## config.mk

```make
export PLATFORM = sky130hd
export DESIGN_NAME = iter_alu_flat
export DESIGN_NICKNAME = d
export VERILOG_FILES = /design/src/rtl/iter_alu_if.sv /design/src/rtl/iter_alu.sv /design/src/flat_wrapper.sv
export SDC_FILE = /design/constraint.sdc
export NUM_CORES = 1
export LEC_CHECK = 0
export BUFFER_PORTS_ARGS = -buffer_cell sky130_fd_sc_hd__buf_2
export CORE_MARGIN = 2
export CORE_UTILIZATION = 50
export DETAILED_ROUTE_END_ITERATION = 12
export PLACE_DENSITY = 0.68
export REMOVE_ABC_BUFFERS = 1
export SYNTH_ARGS = -nofsm -noshare
export SYNTH_HDL_FRONTEND = slang
export SYNTH_SLANG_ARGS = --single-unit
```

## constraint.sdc

```tcl
create_clock -name clk -period 12.1 [get_ports clk]
set_input_delay 2.42 -clock clk [delete_from_list [all_inputs] [get_ports clk]]
set_output_delay 2.42 -clock clk [all_outputs]
set_load 0.01 [all_outputs]
```

## src/rtl/iter_alu_if.sv

```systemverilog
// iter_alu_if: start/busy/done handshake plus operand and result bus of the
// multi-cycle ALU. The master issues ops; the slave (the ALU) answers.
interface iter_alu_if #(
    parameter int WIDTH = 32
);
    logic             start;
    logic [3:0]       op;
    logic [WIDTH-1:0] src_a;
    logic [WIDTH-1:0] src_b;
    logic             busy;
    logic             done;
    logic [WIDTH-1:0] result;
    logic [WIDTH-1:0] hi;
    logic [WIDTH-1:0] lo;
    logic             overflow;
    logic             div_zero;
    logic             zero;

    modport master (
        output start, op, src_a, src_b,
        input  busy, done, result, hi, lo, overflow, div_zero, zero
    );

    modport slave (
        input  start, op, src_a, src_b,
        output busy, done, result, hi, lo, overflow, div_zero, zero
    );
endinterface

```

## src/rtl/iter_alu.sv

```systemverilog
// iter_alu: multi-cycle MIPS ALU. Single-cycle logic/arith/shift ops, a
// shift-add multiplier and a restoring divider (one bit per cycle) writing
// HI/LO. Optional signed MULTS/DIVS under the ITER_ALU_SIGNED_EN macro.
module iter_alu #(
    parameter int WIDTH = 32
) (
    input  logic          clk,
    input  logic          rst,
    iter_alu_if.slave     bus
);
    localparam int SHW = $clog2(WIDTH);

    localparam logic [3:0] OP_ADD   = 4'd0;
    localparam logic [3:0] OP_SUB   = 4'd1;
    localparam logic [3:0] OP_AND   = 4'd2;
    localparam logic [3:0] OP_OR    = 4'd3;
    localparam logic [3:0] OP_NOR   = 4'd4;
    localparam logic [3:0] OP_SLT   = 4'd5;
    localparam logic [3:0] OP_SLL   = 4'd6;
    localparam logic [3:0] OP_SRL   = 4'd7;
    localparam logic [3:0] OP_MULT  = 4'd8;
    localparam logic [3:0] OP_DIV   = 4'd9;
`ifdef ITER_ALU_SIGNED_EN
    localparam logic [3:0] OP_MULTS = 4'd10;
    localparam logic [3:0] OP_DIVS  = 4'd11;
`endif

    typedef enum logic [2:0] {IDLE, EXEC, MUL, DIV, FIN} state_t;

    typedef struct packed {
        logic [3:0]       op;
        logic [WIDTH-1:0] a;
        logic [WIDTH-1:0] b;
    } req_t;

    state_t             state;
    req_t               req_q;
    logic [2*WIDTH-1:0] work;     // MUL: {acc, multiplier}; DIV: {remainder, quotient}
    logic [WIDTH-1:0]   opnd;     // multiplicand or divisor magnitude
    logic [SHW-1:0]     count;

    logic               busy_q, done_q, ovf_q, dz_q, zero_q;
    logic [WIDTH-1:0]   result_q, hi_q, lo_q;

`ifdef ITER_ALU_SIGNED_EN
    logic               neg_p, neg_r;      // negate product/quotient, remainder
    logic               neg_p_d, neg_r_d;
`endif

    // accept-time decode: next state and operand magnitudes
    state_t             acc_state;
    logic [WIDTH-1:0]   mag_a, mag_b;

    always_comb begin
        acc_state = EXEC;
        mag_a     = bus.src_a;
        mag_b     = bus.src_b;
`ifdef ITER_ALU_SIGNED_EN
        neg_p_d   = 1'b0;
        neg_r_d   = 1'b0;
`endif
        case (bus.op)
            OP_MULT: acc_state = MUL;
            OP_DIV:  acc_state = DIV;
`ifdef ITER_ALU_SIGNED_EN
            OP_MULTS, OP_DIVS: begin
                acc_state = (bus.op == OP_MULTS) ? MUL : DIV;
                mag_a     = bus.src_a[WIDTH-1] ? -bus.src_a : bus.src_a;
                mag_b     = bus.src_b[WIDTH-1] ? -bus.src_b : bus.src_b;
                neg_p_d   = bus.src_a[WIDTH-1] ^ bus.src_b[WIDTH-1];
                neg_r_d   = (bus.op == OP_DIVS) && bus.src_a[WIDTH-1];
            end
`endif
            default: acc_state = EXEC;
        endcase
    end

    // single-cycle ALU on the latched request
    logic [WIDTH-1:0] add_res, sub_res, alu_res;
    logic             alu_ovf;
    logic [SHW-1:0]   shamt;

    assign add_res = req_q.a + req_q.b;
    assign sub_res = req_q.a - req_q.b;
    assign shamt   = req_q.a[SHW-1:0];

    always_comb begin
        alu_res = '0;
        alu_ovf = 1'b0;
        case (req_q.op)
            OP_ADD: begin
                alu_res = add_res;
                alu_ovf = (req_q.a[WIDTH-1] == req_q.b[WIDTH-1]) &&
                          (add_res[WIDTH-1] != req_q.a[WIDTH-1]);
            end
            OP_SUB: begin
                alu_res = sub_res;
                alu_ovf = (req_q.a[WIDTH-1] != req_q.b[WIDTH-1]) &&
                          (sub_res[WIDTH-1] != req_q.a[WIDTH-1]);
            end
            OP_AND:  alu_res = req_q.a & req_q.b;
            OP_OR:   alu_res = req_q.a | req_q.b;
            OP_NOR:  alu_res = ~(req_q.a | req_q.b);
            OP_SLT:  alu_res = {{(WIDTH-1){1'b0}}, ($signed(req_q.a) < $signed(req_q.b))};
            OP_SLL:  alu_res = req_q.b << shamt;
            OP_SRL:  alu_res = req_q.b >> shamt;
            default: alu_res = '0;
        endcase
    end

    // one iteration of the shift-add multiplier and restoring divider
    logic [WIDTH:0]     mul_sum, rem_sh, div_trial;
    logic [2*WIDTH-1:0] mul_next, div_next;

    assign mul_sum   = {1'b0, work[2*WIDTH-1:WIDTH]} + {1'b0, (work[0] ? opnd : '0)};
    assign mul_next  = {mul_sum, work[WIDTH-1:1]};
    assign rem_sh    = work[2*WIDTH-1:WIDTH-1];
    assign div_trial = rem_sh - {1'b0, opnd};
    assign div_next  = div_trial[WIDTH] ? {rem_sh[WIDTH-1:0], work[WIDTH-2:0], 1'b0}
                                        : {div_trial[WIDTH-1:0], work[WIDTH-2:0], 1'b1};

    // final HI/LO, with sign fix-up for the signed variants
    logic [WIDTH-1:0] fin_hi, fin_lo;

    always_comb begin
        fin_hi = work[2*WIDTH-1:WIDTH];
        fin_lo = work[WIDTH-1:0];
`ifdef ITER_ALU_SIGNED_EN
        if (req_q.op == OP_MULT || req_q.op == OP_MULTS) begin
            if (neg_p) {fin_hi, fin_lo} = -work;
        end else begin
            if (neg_p) fin_lo = -work[WIDTH-1:0];
            if (neg_r) fin_hi = -work[2*WIDTH-1:WIDTH];
        end
`endif
    end

    // control FSM with registered handshake and result outputs
    always_ff @(posedge clk or posedge rst) begin
        if (rst) begin
            state    <= IDLE;
            req_q    <= '0;
            work     <= '0;
            opnd     <= '0;
            count    <= '0;
            busy_q   <= 1'b0;
            done_q   <= 1'b0;
            ovf_q    <= 1'b0;
            dz_q     <= 1'b0;
            zero_q   <= 1'b1;
            result_q <= '0;
            hi_q     <= '0;
            lo_q     <= '0;
`ifdef ITER_ALU_SIGNED_EN
            neg_p    <= 1'b0;
            neg_r    <= 1'b0;
`endif
        end else begin
            case (state)
                IDLE: begin
                    if (done_q) begin
                        // done cycle just ended; start is not sampled here
                        done_q <= 1'b0;
                        busy_q <= 1'b0;
                    end else if (bus.start) begin
                        req_q  <= '{op: bus.op, a: bus.src_a, b: bus.src_b};
                        work   <= {{WIDTH{1'b0}}, mag_a};
                        opnd   <= mag_b;
                        count  <= SHW'(WIDTH-1);
                        busy_q <= 1'b1;
                        dz_q   <= 1'b0;
                        state  <= acc_state;
`ifdef ITER_ALU_SIGNED_EN
                        neg_p  <= neg_p_d;
                        neg_r  <= neg_r_d;
`endif
                    end
                end
                EXEC: begin
                    result_q <= alu_res;
                    zero_q   <= (alu_res == '0);
                    ovf_q    <= alu_ovf;
                    done_q   <= 1'b1;
                    state    <= IDLE;
                end
                MUL: begin
                    work <= mul_next;
                    if (count == '0) state <= FIN;
                    else             count <= count - 1'b1;
                end
                DIV: begin
                    if (opnd == '0) begin
                        // divide by zero skips iteration entirely
                        hi_q   <= '0;
                        lo_q   <= '0;
                        dz_q   <= 1'b1;
                        done_q <= 1'b1;
                        state  <= IDLE;
                    end else begin
                        work <= div_next;
                        if (count == '0) state <= FIN;
                        else             count <= count - 1'b1;
                    end
                end
                FIN: begin
                    hi_q   <= fin_hi;
                    lo_q   <= fin_lo;
                    done_q <= 1'b1;
                    state  <= IDLE;
                end
                default: state <= IDLE;
            endcase
        end
    end

    assign bus.busy     = busy_q;
    assign bus.done     = done_q;
    assign bus.result   = result_q;
    assign bus.hi       = hi_q;
    assign bus.lo       = lo_q;
    assign bus.overflow = ovf_q;
    assign bus.div_zero = dz_q;
    assign bus.zero     = zero_q;
endmodule

```

## src/flat_wrapper.sv

```systemverilog
// flat-port wrapper written by rule: the top's interface ports become plain ports
module iter_alu_flat 
#(
    parameter int WIDTH = 32
)
  (clk, rst, bus_start, bus_op, bus_src_a, bus_src_b, bus_busy, bus_done, bus_result, bus_hi, bus_lo, bus_overflow, bus_div_zero, bus_zero);
  iter_alu_if #(.WIDTH(WIDTH)) bus_i ();
  input  logic clk;
  input  logic rst;
  input wire logic [$bits(bus_i.start)-1:0] bus_start;
  input wire logic [$bits(bus_i.op)-1:0] bus_op;
  input wire logic [$bits(bus_i.src_a)-1:0] bus_src_a;
  input wire logic [$bits(bus_i.src_b)-1:0] bus_src_b;
  output wire logic [$bits(bus_i.busy)-1:0] bus_busy;
  output wire logic [$bits(bus_i.done)-1:0] bus_done;
  output wire logic [$bits(bus_i.result)-1:0] bus_result;
  output wire logic [$bits(bus_i.hi)-1:0] bus_hi;
  output wire logic [$bits(bus_i.lo)-1:0] bus_lo;
  output wire logic [$bits(bus_i.overflow)-1:0] bus_overflow;
  output wire logic [$bits(bus_i.div_zero)-1:0] bus_div_zero;
  output wire logic [$bits(bus_i.zero)-1:0] bus_zero;
  assign bus_i.start = bus_start;
  assign bus_i.op = bus_op;
  assign bus_i.src_a = bus_src_a;
  assign bus_i.src_b = bus_src_b;
  assign bus_busy = bus_i.busy;
  assign bus_done = bus_i.done;
  assign bus_result = bus_i.result;
  assign bus_hi = bus_i.hi;
  assign bus_lo = bus_i.lo;
  assign bus_overflow = bus_i.overflow;
  assign bus_div_zero = bus_i.div_zero;
  assign bus_zero = bus_i.zero;
  iter_alu #(.WIDTH(WIDTH)) u_core (.clk(clk), .rst(rst), .bus(bus_i));
endmodule
```

# After elaboration in Yosys (flattened, before gate mapping)
# Cells that the tools add are included.
[totals]
ff_bits = 241
latchBits = 0
ramBits = 0
mem_bits_ro = 0
inputBits = 71
output_inout_bits = 101
memories = 0
[classes]
addsub = 5
n_mul = 0
n_div = 0
magnitude_cmp = 1
eq_ne = 21
shifts = 2
mux = 29
n_bitwise = 4
reduce_logical = 20
[op_table]
columns = ["operator", "count"]
rows = [
  ["$mux W64", 4],
  ["$pmux W32 S8", 1],
  ["$pmux W64 S3", 1],
  ["$pmux W32 S2", 2],
  ["$logic_not A32 Y1", 2],
  ["$mux W32", 2],
  ["$add A32 B32 Y33", 1],
  ["$sub A33 B32 Y33", 1],
  ["$add A32 B32 Y32", 1],
  ["$and A32 B32 Y32", 1],
  ["$lt A32 B32 Y1", 1],
  ["$not A32 Y32", 1],
  ["$or A32 B32 Y32", 1],
  ["$shl A32 B5 Y32", 1],
  ["$shr A32 B5 Y32", 1],
  ["$sub A32 B32 Y32", 1],
  ["$mux W5", 4],
  ["$eq A4 B3 Y1 const B", 4],
  ["$pmux W5 S3", 1],
  ["$mux W3", 4],
  ["$pmux W3 S3", 1],
  ["$eq A4 B2 Y1 const B", 2],
  ["$eq A4 B4 Y1 const B", 2],
  ["$reduce_and A2 Y1", 4],
  ["other kinds (23)", 38],
]

# Longest topological paths before layout
[depth]
ltp_word = 5
depth_mapped = 19

# Worst setup path after synthesis
# No wires, ideal clock.
[synth_timing]
path_type = "flip-flop to flip-flop"
startpoint = "reg u_core.req_q[34] (netlist bit)"
endpoint = "reg u_core.zero_q, in the netlist u_core.bus.zero"
setup_ns = 0.091
t_arrival_ns = 4.345
required_time_ns = 12.009
setup_slack_ns = 7.664
path_stages_with_launch = 20
n_path_buf = 6
synth_period_minus_slack_ns = 4.436
path_cell_list = "dfrtp_1 > buf_2 > buf_2 > inv_1 > clkbuf_1 > buf_2 > buf_1 > ha_1 > clkbuf_1 > nand3_1 > o22ai_1 > a32o_2 > or3_1 > a41o_1 > or3_1 > a211oi_1 > o2111ai_1 > nor4_2 > nand4_1 > o31ai_1"
[synth_via]
elab_chain_len = 4
[synth_rtl]
columns = ["item", "line_no", "text"]
rows = [
  ["start, declared", "iter_alu.sv:37", "req_t req_q;"],
  ["start signal, assigned", "iter_alu.sv:166", "req_q <= '{op: bus.op, a: bus.src_a, b: bus.src_b};"],
  ["parallel branches: the longest is 2 deep, another holds $sub A32 B32 Y32", "--", ""],
  ["$pmux W32 S8 *", "iter_alu.sv:90", "case (req_q.op)"],
  ["$logic_not A32 Y1 *", "iter_alu.sv:181", "zero_q <= (alu_res == '0);"],
  ["end signal, assigned", "iter_alu.sv:181", ""],
  ["end, declared", "iter_alu.sv:42", "logic busy_q, done_q, ovf_q, dz_q, zero_q;"],
]
# Mark *: on every way between the ends.
# A chain may end at the register's enable or synchronous reset.

# Worst setup path in the final report
# Same ends and word-level chain as after synthesis.

==> reports/qor.txt <==
CP max stage delay - 1.10 ns
Status - finished, final reports clean
CTS Sinks - 241
Initial DRC Count - 2629
Final setup viols - 0
# Max-Cap Violations - 0
Critical path, cell by cell - buf_4 -> ha_1 -> or3b_2 -> o2111a_1 -> a21oi_1 -> xnor2_1 -> a2111oi_0 -> and4_1 -> nand4_1 -> nor4_2 -> nand4_1 -> o31ai_1
Die width - 219.7 um
Unique masters post-synth - 84
Overflow after GRT - 0
Worst path top cell family by delay - compound AO/OA/AOI/OAI gates
Vias - 23.16k
Share of layout cells above drive strength 1 - 15.63%
CP Buf/Inv Count - 1
CTS Hold Bufs - 0
CP arrival - 6.08 ns
Buffer count from post-CTS setup fixing - 0
Final wirelength - 91300 um
Hold Crit Class - reg -> reg
Worst-path maximum fanout - 63
Initial Utilization - 50.27%
Worst-margin pin slew - 1.255 ns
Critical path's slowest cell - a2111oi_0
Area growth from synthesis to final layout - 9.320%
Port Buffer Count - 171
H-tree lvl count - 1
Worst EP required - 12.59 ns
Final Critical Period - 5.584 ns
Post-synthesis sequential area ratio - 25.94%
Number of synthesized flops with an enable pin - 0
Reg2reg setup slack - 6.52 ns
Largest net degree at the start of global routing - 111
Synthesized flop and latch total - 241
Clock transition at path regs - 0.06 ns
Yosys warns - 0
Antenna violations before repair - 1
RR Startpoint - u_core.req_q[34]
Most numerous cell in the Yosys netlist - nand2_1
Residual DRC count - 0
# rows - 79
Nets - 3085
Via density - 6.693
Final Cycle Share - 46.15%
Achievable Freq - 179.1 MHz
Mean Syn Cell Area - 8.293 um^2
Post-synth top area share - 25.83%
Cells after synthesis - 2804
Placer Congestion - 1.057
First-pass GRT wire length - 138200 um
CP startpoint kind - flop
Clk Latency, worst-skew pair - 0.60 ns
Hold Path Depth - 2
Yosys top cell by area - dfrtp_1
Die area - 0.04825 mm^2
Clk buf depth - 3
R2R cell count - 12
IO Pins - 172
CORE AREA - 0.04626 mm^2
Max Slew Vio Count - 0
Crit Path Category - reg -> reg
Hold path startpoint - u_core.bus.result[22]
Die height - 219.7 um
Setup TNS - 0 ns
Synth top area cells - dfrtp_1, ha_1, mux4_2
Clock root buffer - clkbuf_16
RSZ-0062 raised after global routing - no
Antenna-violating nets left - 0
FFs w/ async S/R, synth - 100.0%
Total GRT Usage - 37.42%
CTS tree - done
Ant. Diodes - 0
CTS Buf Count - 28
Final Skew - 0.02097 ns
Vias in the first global route - 21.95k
Relative slew slack - 14.17%
Final design utilization - 54.95%
Cell area after synthesis - 0.02325 mm^2
Primary FF master, synth - dfrtp_1
Synth cell count leaders - nand2_1, dfrtp_1, o21ai_0
Endpoints failing hold - 0
WL/cell - 26.39 um
Detailed Routing Iterations Pass 1 - 7
CP endpoint kind - flop
Most repeated library cell on the critical path - nand4_1
# resized after CTS - 0
Hold Path End - u_core.bus.result[22]
Final HPWL from detailed placement - 68690 um
RR Endpoint - u_core.bus.zero
state kept, by name, indices dropped and copies added, names as in the netlist:
signal and flops:
u_core.bus.busy 1, u_core.bus.div_zero 1, u_core.bus.done 1, u_core.bus.hi 32, u_core.bus.lo 32, u_core.bus.overflow 1
u_core.bus.result 32, u_core.bus.zero 1, u_core.count 5, u_core.req_q 68, u_core.state 3, u_core.work 64
worst register-to-register path, delay by kind of cell (launching register included):
family	cells	cell delay (ns)
compound gates	4	1.82
xor+xnor	1	0.10
simple gates	5	1.50
fa+ha+maj	1	0.50
buf+inv	1	0.73
flops	1	0.85
layout make-up:
cell class                      instances  area (um^2)
Clock buffer                           39        812.0
Clock inverter                         12        241.5
Fill cell                            4306        20840
Inverter                              116        442.9
Multi-Input combinational cell       2237        15990
Sequential cell                       241         6042
Tap cell                              607        759.5
Timing Repair Buffer                  208         1134
how the worst max path moves through the flow:
| stage | start | end | slack (ns) | cells past startpoint |
|---|---|---|---|---|
| final | u_core.req_q[34] | u_core.bus.zero | 6.52 | 12 |
| after global routing | u_core.req_q[34] | u_core.bus.zero | 6.37 | 12 |
| after CTS | u_core.req_q[34] | u_core.bus.zero | 6.66 | 12 |
| after detailed placement | u_core.req_q[34] | u_core.bus.zero | 6.71 | 12 |
| after global placement | u_core.req_q[34] | u_core.bus.zero | 6.83 | 12 |
| after floorplan | rst | u_core.bus.busy | 3.07 | 1 |
logic make-up (layout without fill, tap and decap cells):
group / Yosys count / after routing / synth area share (%)
AOI/OAI and AO/OA: 896 / 896 / 25.22
xor gates and xnor gates: 81 / 81 / 3.051
adders and majority gates: 182 / 182 / 9.923
buffers and inverters: 326 / 375 / 5.559
DFF: 241 / 241 / 25.94
muxes: 236 / 236 / 13.67
and+or+nand+nor: 842 / 842 / 16.63
through the flow:
stage	area [um^2]	std cells	worst slack [ns]	hold slack, ns
after floorplan	22400	2594	3.065	0.4762
after global placement	24370	3409	6.828	0.4461
after detailed placement	24370	3409	6.708	0.4587
after CTS	25420	3460	6.661	0.4727
after global routing	25420	3460	6.370	0.5034
final	25420	3460	6.516	0.4641
per-layer routing:
metal,vias to the layer above,part of all wire (%),track usage [%]
met5,-,0.013,0
met4,2,5.1,16.94
met3,212,8.8,5.355
met2,1197,43,57.12
met1,11410,43,52.50
li1,10340,-,-
placed cells by master, fill, tap and decap left out, drive strengths merged, types with 37 or more instances in the layout:
master	synthesis	routed
nand2	328	328
o21ai	244	244
dfrtp	240	240
nor2	220	220
buf	56	208
a21oi	189	189
ha	178	178
inv	116	117
mux2	93	93
mux2i	87	87
a21o	58	58
xnor2	57	57
mux4	56	56
a22oi	51	51
nor3	45	45
and2	45	45
clkbuf	154	39
a211oi	37	37
Power is left out: the tool's default activity adds up to more than one toggle a clock period on the data nets, which glitch-free logic cannot reach.
